<file path="src/rtl/sb_pkg.sv">
// Shared types for the post-commit store buffer: entry layout, control FSM
// states and the word-offset width used for overlap checks.
package sb_pkg;
  localparam int SB_OFF_W  = 2;
  localparam int SB_ADDR_W = 32;
  localparam int SB_DATA_W = 32;

  typedef struct packed {
    logic [SB_ADDR_W-1:0] addr;
    logic [SB_DATA_W-1:0] data;
    logic                 is_byte;
  } sb_entry_t;

  typedef enum logic {RUN, FENCE} sb_state_t;
endpackage

</file>
<file path="src/rtl/sb_fwd_match.sv">
// Store-to-load forwarding: scans valid entries youngest first and lets the
// first entry that decides (hit or stall) set the outcome.
module sb_fwd_match
  import sb_pkg::*;
#(
  parameter int DEPTH = 4,
  localparam int PTR_W = $clog2(DEPTH)
) (
  input  sb_entry_t [DEPTH-1:0] ent_i,
  input  logic [PTR_W-1:0]      head_i,
  input  logic [PTR_W:0]        count_i,
  input  logic                  ld_valid_i,
  input  logic [SB_ADDR_W-1:0]  ld_addr_i,
  input  logic                  ld_byte_i,
  output logic                  hit_o,
  output logic                  stall_o,
  output logic [SB_DATA_W-1:0]  data_o
);
  logic             done;
  logic [PTR_W-1:0] idx;
  sb_entry_t        e;

  always_comb begin
    hit_o   = 1'b0;
    stall_o = 1'b0;
    data_o  = '0;
    idx     = '0;
    e       = '0;
    done    = !ld_valid_i;
    for (int k = 0; k < DEPTH; k++) begin
      // k = 0 is the youngest entry (tail - 1)
      idx = head_i + PTR_W'(count_i) - PTR_W'(k) - PTR_W'(1);
      e   = ent_i[idx];
      if (!done && (k < int'(count_i)) &&
          (e.addr[SB_ADDR_W-1:SB_OFF_W] == ld_addr_i[SB_ADDR_W-1:SB_OFF_W])) begin
        if (!e.is_byte) begin
          hit_o  = 1'b1;
          done   = 1'b1;
          data_o = ld_byte_i ? SB_DATA_W'(e.data[{ld_addr_i[SB_OFF_W-1:0], 3'b000} +: 8])
                             : e.data;
        end else if (!ld_byte_i) begin
          stall_o = 1'b1;
          done    = 1'b1;
        end else if (e.addr[SB_OFF_W-1:0] == ld_addr_i[SB_OFF_W-1:0]) begin
          hit_o  = 1'b1;
          done   = 1'b1;
          data_o = SB_DATA_W'(e.data[7:0]);
        end
        // byte entry, other byte of the same word: fall through to older entries
      end
    end
  end
endmodule

</file>
<file path="src/rtl/store_buffer.sv">
// Post-commit store buffer: circular FIFO of retired stores draining to the
// data cache, with load forwarding and a fence that waits for empty.
module store_buffer
  import sb_pkg::*;
#(
  parameter int DEPTH  = 4,
  parameter int ADDR_W = SB_ADDR_W,
  parameter int DATA_W = SB_DATA_W
) (
  input  logic              clk,
  input  logic              reset,
  input  logic              st_valid,
  input  logic [ADDR_W-1:0] st_addr,
  input  logic [DATA_W-1:0] st_data,
  input  logic              st_byte,
  input  logic              ld_valid,
  input  logic [ADDR_W-1:0] ld_addr,
  input  logic              ld_byte,
  output logic              fwd_hit,
  output logic [DATA_W-1:0] fwd_data,
  output logic              fwd_stall,
  output logic              sb_full,
  output logic              sb_empty,
  output logic              drain_req,
  output logic [ADDR_W-1:0] drain_addr,
  output logic [DATA_W-1:0] drain_data,
  output logic              drain_byte,
  input  logic              drain_ack,
  input  logic              fence_req,
  output logic              fence_done
);
  localparam int PTR_W = $clog2(DEPTH);
  localparam int CNT_W = PTR_W + 1;

  sb_entry_t [DEPTH-1:0] mem_q;
  logic [PTR_W-1:0]      head_q, head_d, tail_q, tail_d;
  logic [CNT_W-1:0]      count_q, count_d;
  sb_state_t             state_q, state_d;
  logic                  enq, deq;
  logic [SB_DATA_W-1:0]  fwd_data_w;

  assign sb_empty   = (count_q == '0);
  assign drain_req  = !sb_empty;
  assign drain_addr = ADDR_W'(mem_q[head_q].addr);
  assign drain_data = DATA_W'(mem_q[head_q].data);
  assign drain_byte = mem_q[head_q].is_byte;

  assign enq     = st_valid && !sb_full;
  assign deq     = drain_ack && drain_req;
  assign head_d  = deq ? head_q + PTR_W'(1) : head_q;
  assign tail_d  = enq ? tail_q + PTR_W'(1) : tail_q;
  assign count_d = count_q + CNT_W'(enq) - CNT_W'(deq);

  always_comb begin
    state_d    = state_q;
    sb_full    = (count_q == CNT_W'(DEPTH));
    fence_done = 1'b0;
    case (state_q)
      RUN:   if (fence_req) state_d = FENCE;
      FENCE: begin
        sb_full = 1'b1;
        if (count_q == '0) begin
          fence_done = 1'b1;
          state_d    = RUN;
        end
      end
      default: state_d = RUN;
    endcase
  end

  always_ff @(posedge clk or posedge reset) begin
    if (reset) begin
      state_q <= RUN;
      head_q  <= '0;
      tail_q  <= '0;
      count_q <= '0;
      mem_q   <= '0;
    end else begin
      state_q <= state_d;
      head_q  <= head_d;
      tail_q  <= tail_d;
      count_q <= count_d;
      if (enq) mem_q[tail_q] <= '{addr: SB_ADDR_W'(st_addr),
                                  data: SB_DATA_W'(st_data),
                                  is_byte: st_byte};
    end
  end

  sb_fwd_match #(.DEPTH(DEPTH)) u_fwd (
    .ent_i      (mem_q),
    .head_i     (head_q),
    .count_i    (count_q),
    .ld_valid_i (ld_valid),
    .ld_addr_i  (SB_ADDR_W'(ld_addr)),
    .ld_byte_i  (ld_byte),
    .hit_o      (fwd_hit),
    .stall_o    (fwd_stall),
    .data_o     (fwd_data_w)
  );
  assign fwd_data = DATA_W'(fwd_data_w);
endmodule

</file>
<file path="config.mk">
export PLATFORM = sky130hd
export DESIGN_NAME = store_buffer
export DESIGN_NICKNAME = d
export VERILOG_FILES = /design/src/rtl/sb_pkg.sv /design/src/rtl/sb_fwd_match.sv /design/src/rtl/store_buffer.sv
export SDC_FILE = /design/constraint.sdc
export NUM_CORES = 1
export LEC_CHECK = 0
export BUFFER_PORTS_ARGS = -buffer_cell sky130_fd_sc_hd__buf_2
export CAP_MARGIN = 10
export CORE_MARGIN = 2
export CORE_UTILIZATION = 48
export CTS_CLUSTER_DIAMETER = 150
export DETAILED_ROUTE_END_ITERATION = 10
export GPL_TIMING_DRIVEN = 0
export HOLD_SLACK_MARGIN = 0.08
export PLACE_DENSITY = 0.78
export REMOVE_ABC_BUFFERS = 1
export SYNTH_ARGS = -nofsm -noshare
export SYNTH_HDL_FRONTEND = slang
export SYNTH_SLANG_ARGS = --single-unit
</file>
<file path="constraint.sdc">
create_clock -name clk -period 10.75 [get_ports clk]
set_clock_uncertainty 0.05 [all_clocks]
set_input_delay 2.15 -clock clk [delete_from_list [all_inputs] [get_ports clk]]
set_output_delay 2.15 -clock clk [all_outputs]
set_load 0.01 [all_outputs]
</file>
==> results.cfg, run 1 <==
[finish]
drive_gt1_share_pct = 34.0
final_util_pct = 54.5
fillCellCount = 3771
final_nets = 2075
syn2layout_area_growth_pct = 12.1
postLayoutCellArea_um2 = 24000

[timing]
period_needed_ps = 9990
max_freq_mhz = 100
rsz0062_at_grt = no
finalSetupTns_ps = 0
hold_violations = 0
setup_viol = 0
fin_crit_sh_pct = 93.0
tightest_slew_ps = 1400
maxSlewHeadroom_pct = 6.64
hold_ws_ps = 462
finalMaxSlewViolations = 0

[die]
die_area_um2 = 46400
start_util_pct = 48.6
pin_count = 207
rows = 77
die_h_um = 215
core_area_um2 = 44100
die_width_um = 215

[synthesis]
async_flop_share_pct = 100
syn_area_per_cell_um2 = 11.6
synth.area.top_cells = dfrtp_1 31%, mux2i_1 21%, mux2_2 14%
synth_top_area_share_pct = 31.3
syn_area_um2 = 21400
ys_ff_latch = 268
synth_warnings = 0
ys_seq_area_share_pct = 31.3
yosysTopAreaCell = dfrtp_1
synth_cell_types = 79
synthFlopType = dfrtp_1
syn_inst = 1848
synth_edf_count = 0

[routing]
drc = 0
via_count = 16900
postRouteAntennaNets = 0
drt-initial-drc-count = 1735
post_drt_wl_per_cell_um = 24.6
via_per_inst = 6.53
routed_wl_um = 63500
dr.pass1.iters = 6

[worst_setup_path]
reg2reg_to = count_q[2]
crit_chain = buf_16, ha_4, buf_16, inv_4, buf_16, xnor2_1, buf_4, a221o_1, a2111oi_0, and3_1, nand4_2, a211o_2, nor3_4, a221o_1, buf_2
cp_common_cell = buf_16
worst-path-buf-inv = 6
worstSetupPathDepth = 15
crit_slowest_cell = nor3_4
worstSetupPathType = reg2out
cp_slowest_stage_delay_ps = 940
worstRegToRegCells = 10
crit_path_end_kind = output pin
critPathLaunchType = flop
reg2reg_slack_ps = 8150
crit_required_ps = 8550
arrival_ps = 7790
cpLargestDelayFamily = compound AO/OA/AOI/OAI gates
r2r-start = count_q[1]
cp_max_fo = 58

[clock_network]
cts_buffer_depth = 3
clk_latency_ps = 590
cts.sinks = 268
cts_setup_buffers = 0
cts_tree = built
h-tree-depth = 1
numCtsBuffers = 31
cts-root-buf = clkbuf_16
clk_pin_slew_ps = 60
cts_hold_buffers = 0
cts_resized = 0

[global_route]
grt_pass1_wl_um = 98600
grtUsageTotal_pct = 26.8
grt-ovfl-total = 0
grt_start_max_net_pins = 108
grt_pass1_vias = 17000
antenna_found_initial = 9

[hold_path]
holdPathStages = 2
worstHoldStart = state_q
hp-class = reg2reg
min_to = state_q

[placement]
numPortBuffers = 206
hpwl_um = 43900
post_dp_cell_area_um2 = 23000
routabilityCongestion = 0.899

[outcome]
status = complete, no violations

[job]
max-cap-violations = 0
[sequential cells by signal, indices dropped and copies added (netlist names)]
register  cells
mem_q       260
state_q       1
count_q       3
tail_q        2
head_q        2
[worst max-delay path by stage]
| stage | from | end |
|---|---|---|
| floorplan | head_q[0] | fwd_data[7] |
| global placement | head_q[0] | fwd_data[7] |
| detailed placement | head_q[0] | fwd_data[29] |
| CTS | head_q[0] | fwd_data[29] |
| global route | head_q[0] | fwd_data[29] |
| finish | head_q[0] | fwd_data[13] |
[cells in the mapped netlist (25+ instances only)]
cell,instances
a22oi_1,25
nand3_1,36
mux2_2,267
dfrtp_1,268
clkbuf_1,67
xor2_1,44
xnor2_1,76
nor2_1,44
a221o_1,31
o21ai_0,29
buf_2,31
mux2i_1,450
nand2_1,89
mux4_2,96
a21oi_1,25
[logic make-up (layout without fill, tap and decap cells)]
kind of cell / after synthesis / after routing / synth area share [%]
mux: 815 / 815 / 45.3
flops: 268 / 268 / 31.3
simple gates: 253 / 253 / 5.91
compound gates: 212 / 212 / 7.61
buf+inv: 168 / 305 / 4.19
xor+xnor: 122 / 122 / 5.12
fa+ha+maj: 10 / 10 / 0.618
other cells: 0 / 6 / 0
[placed cells by master, fill, tap and decap left out, types with 36 or more instances in the layout]
master,count
mux4_2,96
buf_2,206
dfrtp_1,266
mux2_2,267
xnor2_1,76
nand3_1,36
nor2_1,43
mux2i_1,450
xor2_1,44
nand2_1,85
[metal layers]
| metal | part of all wire [%] | vias up | global-route usage (%) | routed length [um] |
|---|---|---|---|---|
| met1 | 39 | 8542 | 34.1 | 24700 |
| met2 | 49 | 815 | 45.7 | 31100 |
| met5 | 0.096 | - | 0 | 61 |
| met4 | 3.7 | 10 | 9.43 | 2360 |
| li1 | - | 7318 | - | - |
| met3 | 8.3 | 175 | 5.26 | 5260 |
[worst register-to-register path, delay by kind of cell, from the launching register on]
family | cells | cell delay [ps]
DFF | 1 | 470
AOI/OAI and AO/OA | 1 | 200
buffers and inverters | 3 | 190
adders and majority gates | 3 | 810
xor gates and xnor gates | 1 | 160
and+or+nand+nor | 2 | 600
[area by class of cell]
class	count	area, um^2	area share, %
antenna	6	15.0	0.0625
sequential	268	6710	27.9
multi-input combinational	1412	13900	57.8
clock inverter	10	104	0.432
inverter	18	77.6	0.323
timing repair buffer	230	1580	6.58
tap	592	741	3.08
clock buffer	47	916	3.81
[stage by stage]
step,instances,setup WS [ps]
global route,2580,519
floorplan,1698,-8890
global placement,2496,-16290
detailed placement,2519,1310
CTS,2576,671
finish,2583,756
Power of run 1 is left out: the tool's default activity adds up to more than one toggle a clock period on the data nets, which glitch-free logic cannot reach.
==> run 2: changes to the inputs <==
--- a/config.mk
+++ b/config.mk
@@ -9,6 +9,7 @@
 export CAP_MARGIN = 10
 export CORE_MARGIN = 2
 export CORE_UTILIZATION = 48
+export CTS_BUF_LIST = sky130_fd_sc_hd__clkbuf_4 sky130_fd_sc_hd__clkbuf_8
 export CTS_CLUSTER_DIAMETER = 150
 export DETAILED_ROUTE_END_ITERATION = 10
 export GPL_TIMING_DRIVEN = 0
==> results.cfg, run 2 (synthesis results as in run 1) <==
[outcome]
status = complete, no violations

[global_route]
grtUsageTotal_pct = 27.1
antenna_found_initial = 9
grt_pass1_wl_um = 98800
grt_start_max_net_pins = 108
grt-ovfl-total = 0
grt_pass1_vias = 17100

[worst_setup_path]
cp_common_cell = buf_16
worst-path-buf-inv = 6
reg2reg_slack_ps = 8150
crit_required_ps = 8550
arrival_ps = 7940
cpLargestDelayFamily = compound AO/OA/AOI/OAI gates
r2r-start = count_q[1]
critPathLaunchType = flop
crit_chain = buf_16, ha_4, buf_16, inv_4, buf_16, xnor2_1, buf_4, a221o_1, a2111oi_0, and3_1, nand4_2, a211o_2, nor3_4, a221o_1, buf_2
worstSetupPathType = reg2out
crit_path_end_kind = output pin
worstRegToRegCells = 10
crit_slowest_cell = nor3_4
reg2reg_to = count_q[2]
cp_max_fo = 58
cp_slowest_stage_delay_ps = 950

[die]
rows = 77
die_h_um = 215
pin_count = 207
start_util_pct = 48.6
die_width_um = 215
core_area_um2 = 44100
die_area_um2 = 46400

[clock_network]
h-tree-depth = 2
cts_tree = built
cts_hold_buffers = 0
cts.sinks = 268
cts_setup_buffers = 0
cts_resized = 0
cts_buffer_depth = 3
numCtsBuffers = 49
clk_latency_ps = 630
cts-root-buf = clkbuf_8
clk_pin_slew_ps = 60

[finish]
largest_reg_flops = 260
largest-register = mem_q
final_common_cell = mux2i_1
layout_common_cells = 450 x mux2i_1, 267 x mux2_2, 266 x dfrtp_1
final_nets = 2094
syn2layout_area_growth_pct = 12.1
stdcell_count = 2610
postLayoutCellArea_um2 = 24000
drive_gt1_share_pct = 35.3
reg_top3 = mem_q x260, count_q x3

[placement]
routabilityCongestion = 0.899
hpwl_um = 43900
numPortBuffers = 206
post_dp_cell_area_um2 = 23000
dp.cells = 2519

[routing]
drt-initial-drc-count = 1812
via_per_inst = 6.48
via_count = 16900
postRouteAntennaNets = 0
drc = 0
routed_wl_um = 63600
post_drt_wl_per_cell_um = 24.4
dr.pass1.iters = 8

[hold_path]
worstHoldStart = state_q
holdPathStages = 2
min_to = state_q
hp-class = reg2reg

[timing]
maxSlewHeadroom_pct = 13.1
hold_violations = 0
max_freq_mhz = 98.6
finalMaxSlewViolations = 0
fin_crit_sh_pct = 94.4
tightest_slew_ps = 1300
finalSetupTns_ps = 0
period_needed_ps = 10140
setup_viol = 0
rsz0062_at_grt = no

[job]
max-cap-violations = 0
-- run 2: cell types whose count changed in the layout (fill, tap and decap cells not counted), sizes merged --
| cell | before | now |
|---|---|---|
| clkbuf | 47 | 75 |
| clkinv | 8 | 5 |
| buf | 230 | 231 |
| bufinv | 2 | 1 |
| clkinvlp | 0 | 1 |
| inv | 18 | 19 |
-- run 2: worst max-delay path by stage --
stage / startpoint / to / slack (ps) / depth (start not counted)
after floorplan: head_q[0] / fwd_data[7] / -8890 / 10
after global placement: head_q[0] / fwd_data[7] / -16290 / 11
after detailed placement: head_q[0] / fwd_data[29] / 1310 / 14
after CTS: head_q[0] / fwd_data[29] / 600 / 14
after global routing: head_q[0] / fwd_data[13] / 440 / 15
final: head_q[0] / fwd_data[29] / 610 / 15
-- run 2: per-stage QoR --
stage / setup WS [ps] / hold WS, ps / utilization [%]
6_report: 606 / 462 / 54.5
5_1_grt: 437 / 522 / 54.5
4_1_cts: 596 / 465 / 54.4
3_5_place_dp: 1310 / 451 / 52.1
3_3_place_gp: -16290 / 457 / 50.7
2_1_floorplan: -8890 / 423 / -
-- run 2: routing by layer --
layer / part of all wire, % / track usage (%)
met1: 39 / 34.2
met2: 48 / 44.7
met3: 8.6 / 5.76
met4: 4.3 / 12.4
met5: 0.082 / 0
-- run 2: area by class of cell --
cell class | count | area (um^2)
Fill cell | 3757 | 20100
Multi-Input combinational cell | 1412 | 13900
Sequential cell | 268 | 6710
Timing Repair Buffer | 231 | 1590
Clock buffer | 75 | 938
Tap cell | 592 | 741
Inverter | 18 | 77.6
Clock inverter | 8 | 75.1
Antenna cell | 6 | 15.0
-- run 2: worst register-to-register path: cells and delay by family, from the launching register on --
family                     cells  cell delay (ps)
and+or+nand+nor                2              600
AOI/OAI and AO/OA              1              200
buffers and inverters          3              190
xor gates and xnor gates       1              170
adders and majority gates      3              810
DFF                            1              460
Power of run 2 is left out for the same reason.
